File: config.mk
export PLATFORM = sky130hd
export DESIGN_NAME = lsb_mem_ctrl_flat
export DESIGN_NICKNAME = d
export VERILOG_FILES = /design/src/rtl/lsb_mem_ctrl_if.sv /design/src/rtl/lsb_mem_ctrl.sv /design/src/flat_wrapper.sv
export SDC_FILE = /design/constraint.sdc
export NUM_CORES = 1
export LEC_CHECK = 0
export ABC_AREA = 1
export BUFFER_PORTS_ARGS = -buffer_cell sky130_fd_sc_hd__buf_2
export CAP_MARGIN = 20
export CORE_AREA = 2 2 157 159
export DETAILED_ROUTE_END_ITERATION = 8
export DIE_AREA = 0 0 159 161
export GPL_ROUTABILITY_DRIVEN = 0
export SLEW_MARGIN = 20
export SYNTH_ARGS = -nofsm -noshare
export SYNTH_HDL_FRONTEND = slang
export SYNTH_SLANG_ARGS = --single-unit
File: constraint.sdc
create_clock -name clk -period 7.02 [get_ports clk]
set_input_delay 0.702 -clock clk [delete_from_list [all_inputs] [get_ports clk]]
set_output_delay 0.702 -clock clk [all_outputs]
set_load 0.05 [all_outputs]
File: src/rtl/lsb_mem_ctrl_if.sv
// LSB memc request bus plus byte-wide RAM/IO port, bundled for lsb_mem_ctrl.
// master: LSB / top-level side; slave: the memory controller.
interface lsb_mem_ctrl_if #(
  parameter int unsigned ADDR_WIDTH = 32
);
  logic                  rdy;
  logic                  memc_en;
  logic                  memc_rw;
  logic [ADDR_WIDTH-1:0] memc_addr;
  logic [2:0]            memc_len;
  logic [31:0]           memc_w_data;
  logic                  memc_done;
  logic [31:0]           memc_r_data;
  logic [7:0]            mem_din;
  logic [7:0]            mem_dout;
  logic [ADDR_WIDTH-1:0] mem_a;
  logic                  mem_wr;
  logic                  io_buffer_full;

  modport master (
    output rdy, memc_en, memc_rw, memc_addr, memc_len, memc_w_data,
    output mem_din, io_buffer_full,
    input  memc_done, memc_r_data, mem_dout, mem_a, mem_wr
  );

  modport slave (
    input  rdy, memc_en, memc_rw, memc_addr, memc_len, memc_w_data,
    input  mem_din, io_buffer_full,
    output memc_done, memc_r_data, mem_dout, mem_a, mem_wr
  );
endinterface

File: src/rtl/lsb_mem_ctrl.sv
// Memory-side responder for the LSB: serialises 1/2/4-byte loads and stores
// onto the byte-wide RAM/IO bus (little-endian) and pulses memc_done.
// Optional macro MEMC_IO_STALL_EN: hold IO-space stores in IDLE while the
// IO output buffer is full.
module lsb_mem_ctrl #(
  parameter int unsigned          ADDR_WIDTH = 32,
  parameter logic [ADDR_WIDTH-1:0] IO_BASE   = ADDR_WIDTH'(32'h0003_0000)
) (
  input logic           clk,
  input logic           rst,
  lsb_mem_ctrl_if.slave bus
);

  localparam int unsigned CNT_W  = 3;
  localparam int unsigned DATA_W = 32;

  typedef enum logic [1:0] {S_IDLE, S_READ, S_WRITE, S_DONE} state_e;

  state_e              state_q, state_d;
  logic [ADDR_WIDTH-1:0] addr_q, addr_d;
  logic [CNT_W-1:0]    len_q, len_d;
  logic [DATA_W-1:0]   wdata_q, wdata_d;
  logic [CNT_W-1:0]    cnt_q, cnt_d;
  logic                rstall_q, rstall_d;
  logic [ADDR_WIDTH-1:0] mem_a_q, mem_a_d;
  logic [7:0]          dout_q, dout_d;
  logic                wr_q, wr_d;
  logic                done_q, done_d;
  logic [DATA_W-1:0]   rbuf_q, rbuf_d;
  logic [DATA_W-1:0]   rdata_q, rdata_d;

  logic [CNT_W-1:0]    len_norm_c;
  logic [CNT_W-1:0]    cnt_nxt_c;
  logic [1:0]          rd_idx_c;
  logic                io_block_c;

  // Any length other than 1 or 2 is handled as a full word.
  always_comb begin
    len_norm_c = CNT_W'(4);
    if (bus.memc_len == 3'd1)      len_norm_c = CNT_W'(1);
    else if (bus.memc_len == 3'd2) len_norm_c = CNT_W'(2);
  end

  assign cnt_nxt_c = cnt_q + CNT_W'(1);
  assign rd_idx_c  = 2'(cnt_q - CNT_W'(1));

`ifdef MEMC_IO_STALL_EN
  assign io_block_c = bus.memc_rw && (bus.memc_addr >= IO_BASE) && bus.io_buffer_full;
`else
  logic unused_io_c;
  assign io_block_c  = 1'b0;
  assign unused_io_c = bus.io_buffer_full ^ (bus.memc_addr >= IO_BASE);
`endif

  // State and datapath registers; rst aborts any transfer in flight.
  always_ff @(posedge clk or posedge rst) begin
    if (rst) begin
      state_q  <= S_IDLE;
      addr_q   <= '0;
      len_q    <= '0;
      wdata_q  <= '0;
      cnt_q    <= '0;
      rstall_q <= 1'b0;
      mem_a_q  <= '0;
      dout_q   <= '0;
      wr_q     <= 1'b0;
      done_q   <= 1'b0;
      rbuf_q   <= '0;
      rdata_q  <= '0;
    end else begin
      state_q  <= state_d;
      addr_q   <= addr_d;
      len_q    <= len_d;
      wdata_q  <= wdata_d;
      cnt_q    <= cnt_d;
      rstall_q <= rstall_d;
      mem_a_q  <= mem_a_d;
      dout_q   <= dout_d;
      wr_q     <= wr_d;
      done_q   <= done_d;
      rbuf_q   <= rbuf_d;
      rdata_q  <= rdata_d;
    end
  end

  // Next-state and datapath logic; rdy=0 freezes everything but the read-stall flag.
  always_comb begin
    state_d  = state_q;
    addr_d   = addr_q;
    len_d    = len_q;
    wdata_d  = wdata_q;
    cnt_d    = cnt_q;
    rstall_d = rstall_q;
    mem_a_d  = mem_a_q;
    dout_d   = dout_q;
    wr_d     = wr_q;
    done_d   = done_q;
    rbuf_d   = rbuf_q;
    rdata_d  = rdata_q;

    if (!bus.rdy) begin
      // RAM read data is lost across a stall, so a load restarts afterwards.
      if (state_q == S_READ) rstall_d = 1'b1;
    end else begin
      unique case (state_q)
        S_IDLE: begin
          if (bus.memc_en && !io_block_c) begin
            addr_d   = bus.memc_addr;
            len_d    = len_norm_c;
            wdata_d  = bus.memc_w_data;
            cnt_d    = '0;
            rstall_d = 1'b0;
            rbuf_d   = '0;
            mem_a_d  = bus.memc_addr;
            if (bus.memc_rw) begin
              dout_d  = bus.memc_w_data[7:0];
              wr_d    = 1'b1;
              state_d = S_WRITE;
            end else begin
              state_d = S_READ;
            end
          end
        end
        S_READ: begin
          if (!bus.memc_en) begin
            wr_d    = 1'b0;
            state_d = S_IDLE;
          end else if (rstall_q) begin
            rstall_d = 1'b0;
            cnt_d    = '0;
            rbuf_d   = '0;
            mem_a_d  = addr_q;
          end else begin
            // mem_din lags the address by one cycle, so byte cnt-1 is on the bus now.
            if (cnt_q != '0) rbuf_d[{rd_idx_c, 3'b000} +: 8] = bus.mem_din;
            if (cnt_q == len_q) begin
              rdata_d = rbuf_d;
              done_d  = 1'b1;
              state_d = S_DONE;
            end else begin
              cnt_d = cnt_nxt_c;
              if (cnt_nxt_c < len_q) mem_a_d = addr_q + ADDR_WIDTH'(cnt_nxt_c);
            end
          end
        end
        S_WRITE: begin
          if (!bus.memc_en) begin
            wr_d    = 1'b0;
            state_d = S_IDLE;
          end else if (cnt_nxt_c < len_q) begin
            cnt_d   = cnt_nxt_c;
            mem_a_d = addr_q + ADDR_WIDTH'(cnt_nxt_c);
            dout_d  = wdata_q[{cnt_nxt_c[1:0], 3'b000} +: 8];
          end else begin
            wr_d    = 1'b0;
            done_d  = 1'b1;
            state_d = S_DONE;
          end
        end
        S_DONE: begin
          done_d  = 1'b0;
          state_d = S_IDLE;
        end
        default: state_d = S_IDLE;
      endcase
    end
  end

  assign bus.memc_done   = done_q;
  assign bus.memc_r_data = rdata_q;
  assign bus.mem_a       = mem_a_q;
  assign bus.mem_dout    = dout_q;
  assign bus.mem_wr      = wr_q & bus.rdy;

endmodule

File: src/flat_wrapper.sv
// flat-port wrapper written by rule: the top's interface ports become plain ports
module lsb_mem_ctrl_flat 
#(
  parameter int unsigned          ADDR_WIDTH = 32,
  parameter logic [ADDR_WIDTH-1:0] IO_BASE   = ADDR_WIDTH'(32'h0003_0000)
)
  (clk, rst, bus_rdy, bus_memc_en, bus_memc_rw, bus_memc_addr, bus_memc_len, bus_memc_w_data, bus_mem_din, bus_io_buffer_full, bus_memc_done, bus_memc_r_data, bus_mem_dout, bus_mem_a, bus_mem_wr);
  lsb_mem_ctrl_if #(.ADDR_WIDTH(ADDR_WIDTH)) bus_i ();
  input logic clk;
  input logic rst;
  input wire logic [$bits(bus_i.rdy)-1:0] bus_rdy;
  input wire logic [$bits(bus_i.memc_en)-1:0] bus_memc_en;
  input wire logic [$bits(bus_i.memc_rw)-1:0] bus_memc_rw;
  input wire logic [$bits(bus_i.memc_addr)-1:0] bus_memc_addr;
  input wire logic [$bits(bus_i.memc_len)-1:0] bus_memc_len;
  input wire logic [$bits(bus_i.memc_w_data)-1:0] bus_memc_w_data;
  input wire logic [$bits(bus_i.mem_din)-1:0] bus_mem_din;
  input wire logic [$bits(bus_i.io_buffer_full)-1:0] bus_io_buffer_full;
  output wire logic [$bits(bus_i.memc_done)-1:0] bus_memc_done;
  output wire logic [$bits(bus_i.memc_r_data)-1:0] bus_memc_r_data;
  output wire logic [$bits(bus_i.mem_dout)-1:0] bus_mem_dout;
  output wire logic [$bits(bus_i.mem_a)-1:0] bus_mem_a;
  output wire logic [$bits(bus_i.mem_wr)-1:0] bus_mem_wr;
  assign bus_i.rdy = bus_rdy;
  assign bus_i.memc_en = bus_memc_en;
  assign bus_i.memc_rw = bus_memc_rw;
  assign bus_i.memc_addr = bus_memc_addr;
  assign bus_i.memc_len = bus_memc_len;
  assign bus_i.memc_w_data = bus_memc_w_data;
  assign bus_i.mem_din = bus_mem_din;
  assign bus_i.io_buffer_full = bus_io_buffer_full;
  assign bus_memc_done = bus_i.memc_done;
  assign bus_memc_r_data = bus_i.memc_r_data;
  assign bus_mem_dout = bus_i.mem_dout;
  assign bus_mem_a = bus_i.mem_a;
  assign bus_mem_wr = bus_i.mem_wr;
  lsb_mem_ctrl #(.ADDR_WIDTH(ADDR_WIDTH), .IO_BASE(IO_BASE)) u_core (.clk(clk), .rst(rst), .bus(bus_i));
endmodule
# After elaboration in Yosys (flattened, before gate mapping)
# Cells that the tools add are included.
[word_totals]
mem_bits_ro = 0
latch_bits = 0
wordCells = 112
output_inout_bits = 74
mem_count = 0
ff_bits = 179
mem_bits_rw = 0
inputBits = 81
[op_classes]
eq_ne = 21
multipliers = 0
bitwise = 2
n_div = 0
mux = 51
addsub = 4
n_shift = 3
reduce_logical = 18
n_lt_le_gt_ge = 1
[ops]
columns = ["op", "count"]
rows = [
  ["$mux W32", 10],
  ["$pmux W32 S3", 1],
  ["$pmux W32 S2", 1],
  ["$add A32 B3 Y32", 1],
  ["$bwmux W32", 1],
  ["$mux W8", 4],
  ["$shift A8 B7 Y32 const A", 1],
  ["$shiftx A32 B6 Y8", 1],
  ["$shiftx A8 B7 Y32", 1],
  ["$mux W3", 8],
  ["$ne A2 B2 Y1 const B", 9],
  ["$reduce_and A6 Y1", 3],
  ["$pmux W8 S2", 1],
  ["$mux W1", 14],
  ["$mux W2", 7],
  ["$reduce_and A7 Y1", 2],
  ["$reduce_and A5 Y1", 2],
  ["$ne A3 B3 Y1 const B", 3],
  ["$pmux W3 S3", 1],
  ["$reduce_bool A3 Y1", 3],
  ["$pmux W2 S4", 1],
  ["$neg A5 Y7", 1],
  ["$pmux W1 S3", 2],
  ["$reduce_and A3 Y1", 2],
  ["other kinds (16)", 20],
]

# Depth between registers and ports, before layout
# Gate-level depths: netlist of run 1.
[logic_depth]
ltp_word = 8
depth_mapped = 20
depth_no_buf = 17

# Worst setup path before layout of run 1
# OpenSTA, ideal clock, no wires.
[synth_timing]
kind = "register -> register"
startpoint = "reg u_core.cnt_q[0]"
endpoint = "reg u_core.mem_a_q[28], in the netlist u_core.bus.mem_a[28]"
n_path_buf = 3
required_ns = 6.902
t_arrival_ns = 2.950
setup_ns = 0.118
stages_incl_launch_ff = 20
path_slack_ns = 3.952
synth_period_minus_slack_ns = 3.068
cell_sequence = "dfrtp_1 -> buf_2 -> inv_1 -> clkbuf_1 -> ha_1 -> inv_2 -> clkbuf_1 -> fa_1 -> inv_1 -> nand2_1 -> nand2_1 -> nand2_1 -> nor2_2 -> nand2_1 -> o21ai_0 -> nand3_1 -> nand2_1 -> nand2_1 -> nand2_1 -> nand2_1"
[synth_between]
elab_chain_cells = 7
word_cells_on_any_way = 12
classes_between = "2 x add/sub; 1 x order compare; 2 x eq/ne; 6 x mux; 1 x reduce/logical"
[synth_lines]
columns = ["element", "line", "text"]
rows = [
  ["from (decl)", "lsb_mem_ctrl.sv:23", "logic [CNT_W-1:0] cnt_q, cnt_d;"],
  ["from (signal assigned)", "lsb_mem_ctrl.sv:75", "cnt_q <= cnt_d;"],
  ["$add A3 B1 Y3", "lsb_mem_ctrl.sv:44", "assign cnt_nxt_c = cnt_q + CNT_W'(1);"],
  ["$add A32 B3 Y32 or $lt A3 B3 Y1 (tied branches)", "lsb_mem_ctrl.sv:142, lsb_mem_ctrl.sv:152, lsb_mem_ctrl.sv:150", ""],
  ["$mux W32", "lsb_mem_ctrl.sv:142, lsb_mem_ctrl.sv:150", ""],
  ["$mux W32", "lsb_mem_ctrl.sv:136", "if (cnt_q == len_q) begin"],
  ["$mux W32", "lsb_mem_ctrl.sv:128", "end else if (rstall_q) begin"],
  ["$mux W32", "lsb_mem_ctrl.sv:125", "if (!bus.memc_en) begin"],
  ["$pmux W32 S3", "lsb_mem_ctrl.sv:105", "unique case (state_q)"],
  ["to (signal assigned)", "lsb_mem_ctrl.sv:77", "mem_a_q <= mem_a_d;"],
  ["to (decl)", "lsb_mem_ctrl.sv:25", "logic [ADDR_WIDTH-1:0] mem_a_q, mem_a_d;"],
]
# Parallel ways exist; a longest one is shown, timed or not. The select of a mux whose other input is x is not followed.
# A chain may end at the register's enable or synchronous reset.

# Final worst setup path of run 1
[layout_timing]
startpoint = "reg u_core.cnt_q[0]"
endpoint = "reg u_core.mem_a_q[22], in the netlist u_core.bus.mem_a[22]"
# The elaborated chain is that of the path after synthesis.

==> impl_metrics.json, run 1 <==
{
  "cts_setup_buffers": 0,
  "worstMarginPinSlew_ns": 1.077,
  "grt_util_met1": 0.3071,
  "dieArea_mm2": 0.02560,
  "synth_area_mm2": 0.009846,
  "critPathMaxFanout": 33,
  "critical_path_class": "register to register",
  "antenna_found_initial": 0,
  "crit_path_top_delay_cell": "dfrtp_2",
  "hp-class": "primary input to asynchronous set/reset pin",
  "slew_viol_final": 0,
  "p_clk_frac": 0.171,
  "finClkSkew_ns": 0.01274,
  "clock-root-buffer": "clkbuf_16",
  "final_area_mm2": 0.01149,
  "setup_viol": 0,
  "vias_per_cell": 5.108,
  "endpoint": "u_core.bus.mem_a[22]",
  "seqPwrFrac": 0.296,
  "swShare": 0.5121,
  "ant_nets": 0,
  "grt_pass1_vias": 8430,
  "p_switching_mw": 3.071,
  "cp-start-kind": "register",
  "first_pass_iters": 6,
  "synth-seq-cells": 179,
  "numCtsBuffers": 17,
  "multiInputGateArea_mm2": 0.004629,
  "cts_buffer_depth": 2,
  "synthCells": 1313,
  "ctsHoldBuffers": 0,
  "top_usage_layer": "met2",
  "grt_max_degree": 102,
  "crit_buf_inv": 3,
  "startpoint": "u_core.cnt_q[0]",
  "dr_total_vias": 9031,
  "diodes": 0,
  "p_comb_frac": 0.533,
  "clk-insertion-delay-late_ns": 0.44,
  "p_per_area_mw_per_mm2": 521.8,
  "postSynth.asyncResetShare": 1.000,
  "seq_area_mm2": 0.004481,
  "rsz0062_at_grt": "no",
  "rrSetupSlack_ns": 3.38,
  "dpl_cell_area_mm2": 0.01084,
  "start_util": 0.4109,
  "status": "finished clean",
  "maxCapViolCount": 0,
  "avgSynthCellArea_um2": 7.499,
  "r2r_end": "u_core.bus.mem_a[22]",
  "avgRoutedWirePerCell_um": 15.52,
  "tritoncts": "yes",
  "cp.depth": 15,
  "endpoint_kind": "register",
  "ir_drop_mv": 0.2958,
  "numClockSinks": 179,
  "reg2reg_from": "u_core.cnt_q[0]",
  "p_int_mw": 2.925,
  "met2_usage": 0.3417,
  "synth_nets": 1413,
  "finalCritPeriodShare": 0.5186,
  "first_iter_violations": 697,
  "finalHoldViolCount": 0,
  "yosysWarnings": 0,
  "grt_util_met3": 0.03338,
  "drc": 0,
  "path_delay_family": "simple AND/OR/NAND/NOR gates",
  "max_freq_mhz": 274.7,
  "cts-htree-levels": 4,
  "cp.arrival_ns": 3.99,
  "fillCellCount": 2472,
  "overflow": 0,
  "nets": 1531,
  "reg2reg_depth": 15,
  "final_util": 0.4796,
  "critPathMaxStageDelay_ns": 0.76,
  "yosysSeqAreaShare": 0.4549,
  "synth_edf_count": 0,
  "synthFlopType": "dfrtp_1",
  "ioPinCount": 155,
  "portBuffers": 153,
  "drive_gt1_frac": 0.1558,
  "grtUsageTotal": 0.2160,
  "grt_pass1_wl_um": 44620,
  "p_leak_nw": 5.549,
  "worst_path_most_repeated_cell": "nand2_1",
  "required_ns": 7.37,
  "die_w_um": 159,
  "fin_crit_ns": 3.641,
  "dp_hpwl_um": 18260,
  "cts.reportedPaths.clkPinSlew_ns": 0.08,
  "syn2layout_area_growth_pct": 16.72,
  "setup_tns_ns": 0,
  "cts-resized-gates": 0,
  "core_mm2": 0.02396,
  "fin_total_pwr_mw": 5.996,
  "die_h_um": 161,
  "path_cells": "inv_1 -> ha_1 -> inv_2 -> fa_1 -> inv_1 -> nand2_1 -> nand2_1 -> nand2_1 -> nor2_1 -> nand3_1 -> nand3_1 -> nand2_1 -> nand2_1 -> nand2_1 -> a21boi_0",
  "synth_cell_types": 41,
  "wl_um": 27430,
  "fp-row-count": 57,
  "relSlewSlack": 0.2804
}
[kinds of logic after synthesis]
group,share of synthesized area
fa+ha+maj,0.02491
buf+inv,0.07701
simple gates,0.2652
compound gates,0.1690
flops,0.4550
xor+xnor,0.008896
[cell usage after synthesis (3+ instances only)]
cell type,count,area (um2)
a41oi_1,8,70.07
o22ai_1,37,231.5
buf_2,18,90.09
dfrtp_1,179,4479
o21bai_1,10,75.07
xor2_1,9,78.83
o21ai_0,85,425.4
a21boi_1,3,22.52
clkbuf_1,42,157.7
nand3_1,39,195.2
o21ai_1,3,15.01
nor2_1,140,525.5
a21oi_1,47,235.2
nand2_2,3,18.77
a32o_1,7,70.07
o211ai_1,19,142.6
a31oi_1,3,18.77
inv_1,124,465.5
ha_1,18,225.2
buf_1,3,11.26
inv_2,5,18.77
nor3_1,4,20.02
nand4_1,3,18.77
nand2_1,414,1554
nor4_1,24,150.1
o21a_1,41,307.8
or2_2,8,50.05
[metrics by stage]
step,setup slack [ns],hold slack (ns),std cells
global route,3.159,0.3720,1768
floorplan,1.459,0.4366,1313
finish,3.379,0.3318,1768
CTS,3.114,0.3425,1767
global placement,3.158,0.4509,1735
detailed placement,3.135,0.4537,1735
[cell type report]
type                            count  share of cell area
Multi-Input combinational cell    940              0.4028
Sequential cell                   179              0.3899
Timing Repair Buffer              163             0.07490
Inverter                          130             0.04290
Clock buffer                       18             0.03821
Tap cell                          324             0.03527
Clock inverter                     14             0.01600
[worst reg2reg max path: cells and delay by family (launching register included)]
family	cells	cell delay, ns
fa+ha+maj	2	0.95
compound gates	1	0.14
flops	1	0.76
buf+inv	3	0.44
simple gates	9	1.26
[sequential cells by signal, summed over array words and instances, names as in the netlist]
signal / flops
u_core.rstall_q: 1
u_core.wdata_q: 32
u_core.addr_q: 32
u_core.bus.memc_done: 1
u_core.bus.mem_dout: 8
u_core.bus.mem_a: 32
u_core.rbuf_q: 32
u_core.len_q: 3
u_core.wr_q: 1
u_core.state_q: 2
u_core.cnt_q: 3
u_core.bus.memc_r_data: 32
[cells in the final DEF (no fill, tap or decap), types with 3 or more instances in the layout]
master	instances
o21ai_1	3
nor4_1	24
o21a_1	41
a21oi_1	46
inv_2	5
nand2_2	3
o21bai_1	10
nor3_1	4
a21boi_1	3
buf_4	9
o21ai_0	85
a31oi_1	3
inv_8	6
dfrtp_1	178
inv_6	3
o22ai_1	37
nand3_1	39
clkbuf_16	17
nand4_1	3
xor2_1	9
a32o_1	7
or2_2	8
nand2_1	414
ha_1	17
nor2_1	139
buf_2	153
o211ai_1	19
inv_1	123
a41oi_1	8
[metal layers]
metal  part of all wire  up-vias
met2               0.45      227
met4              0.016        0
met3              0.045       32
met5                  0        -
met1               0.49     4259
li1                   -     4513
[power groups by stage]
stage / sequential [mW] / clock [mW] / combinational [mW]
6_report: 1.78 / 1.03 / 3.19
5_1_grt: 1.83 / 1.10 / 3.53
3_5_place_dp: 1.79 / 0 / 3.17
3_3_place_gp: 1.78 / 0 / 3.14
2_1_floorplan: 2.42 / 0 / 1.75
4_1_cts: 1.77 / 1.05 / 3.18
[how the worst min path moves through the flow]
stage,start,depth (start not counted),end
after detailed placement,u_core.wdata_q[31],2,u_core.wdata_q[31]
after CTS,rst,2,u_core.bus.memc_r_data[22]
final,rst,2,u_core.bus.memc_r_data[23]
after global placement,u_core.wdata_q[31],2,u_core.wdata_q[31]
after floorplan,u_core.wdata_q[31],2,u_core.wdata_q[31]
after global routing,rst,2,u_core.bus.memc_r_data[23]
(Power assumes the default switching activity.)
==> inputs of run 2 (changes only) <==
==> constraint.sdc (replaced) <==
create_clock -name clk -period 2.9 [get_ports clk]
set_input_delay 0.29 -clock clk [delete_from_list [all_inputs] [get_ports clk]]
set_output_delay 0.29 -clock clk [all_outputs]
set_load 0.05 [all_outputs]
==> run 2 against run 1 <==
Effect of this change: setup slack got worse by 3.1 ns; critical path type unchanged; worst hold slack got worse by 0.30 ns; register-to-register slack got worse by 3.1 ns; design area rose by 2.0%; fmax rose by 39%; wire length rose by 0.84%; clock skew rose by 0.0034 ns; first-iteration DRC count rose by 19%; count of clock-buffer cells in the layout fell by 1; sequential cell count did not move; sequential power rose by 140%; critical path depth fell by 3.
==> impl_metrics.json, run 2 (synthesized netlist as in run 1, its figures left out) <==
{
  "dieArea_mm2": 0.02560,
  "cp-start-kind": "register",
  "drc": 0,
  "worstMarginPinSlew_ns": 0.9920,
  "fp-row-count": 57,
  "critical_path_class": "register to register",
  "grtUsageTotal": 0.2219,
  "fin_crit_ns": 2.628,
  "start_util": 0.4109,
  "critPathMaxFanout": 16,
  "vias_per_cell": 5.116,
  "ant_nets": 0,
  "p_leak_nw": 5.667,
  "setup_tns_ns": 0,
  "required_ns": 3.24,
  "portBuffers": 153,
  "cts-htree-levels": 4,
  "endpoint_kind": "register",
  "slew_viol_final": 0,
  "maxCapViolCount": 0,
  "syn2layout_area_growth_pct": 19.07,
  "cts_buffer_depth": 2,
  "numClockSinks": 179,
  "die_w_um": 159,
  "grt_pass1_vias": 8899,
  "cp.arrival_ns": 2.97,
  "cts.reportedPaths.clkPinSlew_ns": 0.09,
  "first_iter_violations": 830,
  "ir_drop_mv": 0.6212,
  "clock-root-buffer": "clkbuf_16",
  "ctsHoldBuffers": 0,
  "overflow": 0,
  "status": "finished clean",
  "core_mm2": 0.02396,
  "numCtsBuffers": 17,
  "hp-class": "primary input to asynchronous set/reset pin",
  "antenna_found_initial": 0,
  "dp_hpwl_um": 19120,
  "clk-insertion-delay-late_ns": 0.45,
  "ioPinCount": 155,
  "tritoncts": "yes",
  "fin_total_pwr_mw": 14.73,
  "max_freq_mhz": 380.6,
  "p_per_area_mw_per_mm2": 1256,
  "cts_setup_buffers": 0,
  "final_cell_mix": "nand2_1 (414), dfrtp_1 (179), buf_2 (153), nor2_1 (137), inv_1 (121)",
  "grt_max_degree": 72,
  "cts-resized-gates": 0,
  "fillCellCount": 2422,
  "relSlewSlack": 0.3346,
  "drive_gt1_frac": 0.1705,
  "die_h_um": 161,
  "diodes": 0,
  "nets": 1553,
  "finalHoldViolCount": 0,
  "dr_total_vias": 9158,
  "first_pass_iters": 5,
  "finalCritPeriodShare": 0.9061,
  "finClkSkew_ns": 0.01619,
  "avgRoutedWirePerCell_um": 15.45,
  "final_common_cell": "nand2_1",
  "wl_um": 27660,
  "grt_pass1_wl_um": 46040,
  "rsz0062_at_grt": "no",
  "setup_viol": 0
}
==> run 2: critical path, cell delays in order (launching register included) <==
cell and delay (ns):
dfrtp_1 0.45, ha_1 0.23, xnor2_1 0.20, inv_1 0.13
ha_1 0.31, a21oi_1 0.16, nand2_2 0.07, inv_1 0.13
nor2_1 0.12, nor4_4 0.21, buf_4 0.28, o211ai_1 0.13
o21a_1 0.12
==> run 2: worst paths after layout <==
check	startpoint	end	slack [ns]	depth (start not counted)
min in group clk	bus_memc_w_data[8]	u_core.wdata_q[8]	0.04	3
worst max-delay path	u_core.cnt_q[1]	u_core.bus.mem_dout[5]	0.27	12
worst min register to register	u_core.wdata_q[31]	u_core.wdata_q[31]	0.47	2
max in group asynchronous	rst	u_core.wdata_q[27]	2.13	3
worst max register to register	u_core.cnt_q[1]	u_core.bus.mem_dout[5]	0.27	12
worst min-delay path	rst	u_core.bus.memc_r_data[21]	0.03	2
==> run 2: cell type report <==
type	instances	area (um2)	share of cell area
Clock inverter	15	196.4	0.01676
Clock buffer	17	425.4	0.03629
Tap cell	324	405.4	0.03458
Inverter	130	491.7	0.04194
Multi-Input combinational cell	940	4644	0.3962
Timing Repair Buffer	185	1081	0.09221
Sequential cell	179	4479	0.3821
==> run 2: where the power goes <==
| part | switching (mW) | internal, mW |
|---|---|---|
| clock network | 1.19 | 1.26 |
| logic | 5.61 | 2.42 |
| registers | 0.741 | 3.51 |
| total | 7.54 | 7.19 |
==> run 2: stage by stage <==
stage | util | hold WS, ns | instance area (um2) | setup WS (ns) | instances
2_1_floorplan | - | 0.3890 | 9866 | 0.006447 | 1313
3_3_place_gp | 0.4629 | 0.4526 | 11090 | 0.2821 | 1758
3_5_place_dp | 0.4629 | 0.4543 | 11090 | 0.2393 | 1758
4_1_cts | 0.4888 | 0.03289 | 11710 | 0.2183 | 1790
5_1_grt | 0.4892 | 0.05094 | 11720 | 0.002172 | 1790
6_report | 0.4892 | 0.03084 | 11720 | 0.2724 | 1790
==> run 2: metal layers <==
metal,wire length [um],part of all wire,up-vias,track usage
li1,-,-,4545,-
met1,13310,0.48,4314,0.3195
met2,12420,0.45,265,0.3455
met3,1371,0.050,34,0.03364
met4,567,0.020,0,0.07190
met5,0,0,-,0
==> inputs of run 3 (changes only) <==
--- a/config.mk
+++ b/config.mk
@@ -8,9 +8,9 @@
 export ABC_AREA = 1
 export BUFFER_PORTS_ARGS = -buffer_cell sky130_fd_sc_hd__buf_2
 export CAP_MARGIN = 20
-export CORE_AREA = 2 2 157 159
+export CORE_AREA = 2 2 180 138
 export DETAILED_ROUTE_END_ITERATION = 8
-export DIE_AREA = 0 0 159 161
+export DIE_AREA = 0 0 182 140
 export GPL_ROUTABILITY_DRIVEN = 0
 export SLEW_MARGIN = 20
 export SYNTH_ARGS = -nofsm -noshare
==> run 3 against run 2 <==
Effect of this change: largest power group unchanged; critical path type unchanged; via count is 0.96% higher; non-clock buffer count is 2 higher; core utilization is 0.67 points higher; final cell count is 0.89% lower; sequential power hardly changed; clock power hardly changed.
==> impl_metrics.json, run 3 (synthesized netlist as in run 1, its figures left out) <==
{
  "status": "finished clean",
  "cp.arrival_ns": 3.01,
  "ir_drop_mv": 0.8824,
  "ant_nets": 0,
  "overflow": 0,
  "place_ws_ns": 0.2320,
  "p_per_area_mw_per_mm2": 1271,
  "clk-insertion-delay-late_ns": 0.45,
  "endpoint_kind": "register",
  "wl_um": 28370,
  "numClockSinks": 179,
  "critPathMaxFanout": 6,
  "grtUsageTotal": 0.2249,
  "p_leak_nw": 5.682,
  "tritoncts": "yes",
  "syn2layout_area_growth_pct": 19.21,
  "clock-root-buffer": "clkbuf_16",
  "hold_depth": 3,
  "vias_per_cell": 5.212,
  "dieArea_mm2": 0.02548,
  "dr_total_vias": 9246,
  "finalHoldViolCount": 0,
  "relSlewSlack": 0.4961,
  "die_h_um": 140,
  "antenna_found_initial": 0,
  "maxCapViolCount": 0,
  "max_freq_mhz": 374.6,
  "grt_pass1_wl_um": 45600,
  "hold_ws_ns": 0.03597,
  "setup_viol": 0,
  "cts_buffer_depth": 2,
  "first_iter_violations": 817,
  "first_pass_iters": 5,
  "setup_tns_ns": 0,
  "seq_area_mm2": 0.004479,
  "fillCellCount": 2375,
  "core_mm2": 0.02367,
  "grt_pass1_vias": 8484,
  "nets": 1555,
  "grt_max_degree": 75,
  "drc": 0,
  "portBuffers": 153,
  "cp-start-kind": "register",
  "fin_crit_ns": 2.670,
  "setup_ws_ns": 0.2302,
  "diodes": 0,
  "ioPinCount": 155,
  "final_common_cell": "nand2_1",
  "die_w_um": 182,
  "dp_hpwl_um": 19710,
  "multiInputGateArea_mm2": 0.004644,
  "dpl_cell_area_mm2": 0.01109,
  "hp-class": "primary input to register",
  "required_ns": 3.24,
  "slew_viol_final": 0,
  "rsz0062_at_grt": "no",
  "rrSetupSlack_ns": 0.23,
  "numCtsBuffers": 17,
  "cts.reportedPaths.clkPinSlew_ns": 0.08,
  "start_util": 0.4160,
  "critical_path_class": "register to register",
  "finalCritPeriodShare": 0.9206,
  "fp-row-count": 49,
  "finClkSkew_ns": 0.01772,
  "reg2reg_depth": 14,
  "drive_gt1_frac": 0.1696,
  "final_cell_mix": "nand2_1 (414), dfrtp_1 (179), buf_2 (153), nor2_1 (139), inv_1 (123)",
  "final_area_mm2": 0.01174,
  "avgRoutedWirePerCell_um": 15.99,
  "cts-htree-levels": 4,
  "worstMarginPinSlew_ns": 0.7559
}
run 3: cell count changes in the layout (fill, tap and decap cells not counted), moves of 2 or more:
cell	change
nor2_1	+2
inv_1	+2
inv_12	-2
clkinv_4	+2
clkinv_8	+2
nor2_2	-2
run 3: final cells by class:
cell class / instances / area share
flip-flops and latches: 179 / 0.3816
clock inverters: 14 / 0.01610
multi-input cells: 940 / 0.3957
clock buffers: 18 / 0.03742
inverters: 130 / 0.04189
repair buffers: 187 / 0.09466
well taps: 306 / 0.03262
run 3: per-stage QoR:
step,std cells,power [mW],util
after floorplan,1313,10.11,-
after global placement,1741,12.38,0.4686
after detailed placement,1741,12.48,0.4686
after CTS,1774,14.98,0.4956
after global routing,1774,16.03,0.4960
final,1774,14.92,0.4960
run 3: critical path: stages, from the launching register on:
cell	delay (ns)
dfrtp_1	0.43
inv_1	0.15
ha_4	0.35
inv_2	0.05
fa_1	0.40
inv_1	0.08
nand3_1	0.06
nand2_1	0.17
nand3_2	0.19
a21oi_1	0.20
o21ai_0	0.18
o211ai_1	0.13
nand2_1	0.08
nand2_1	0.06
nand2_1	0.05
run 3: timing repair:
action	in CTS	in global routing
endpoints found under the hold margin	8	0
resized for setup	0	2
buffers inserted	0	0
hold buffers	1	0
setup endpoints to repair	0	4
run 3: power by group:
group	switching (mW)	leakage, nW	internal [mW]	total (mW)
clock network	1.18	0.305	1.27	2.45
registers	0.758	2.25	3.51	4.27
logic	5.68	3.13	2.52	8.20
run 3: final timing paths:
check | startpoint | end
hold reg to reg | u_core.wdata_q[13] | u_core.wdata_q[13]
max in group asynchronous | rst | u_core.bus.mem_a[27]
setup / recovery | u_core.cnt_q[1] | u_core.bus.mem_a[10]
hold / removal | bus_memc_w_data[27] | u_core.wdata_q[27]
setup reg to reg | u_core.cnt_q[1] | u_core.bus.mem_a[10]
min in group asynchronous | rst | u_core.wdata_q[10]
run 3: layer usage:
metal,track usage,wire length [um]
met5,0,0
met4,0.05348,323
met3,0.04134,1765
met2,0.3063,11380
met1,0.3628,14900
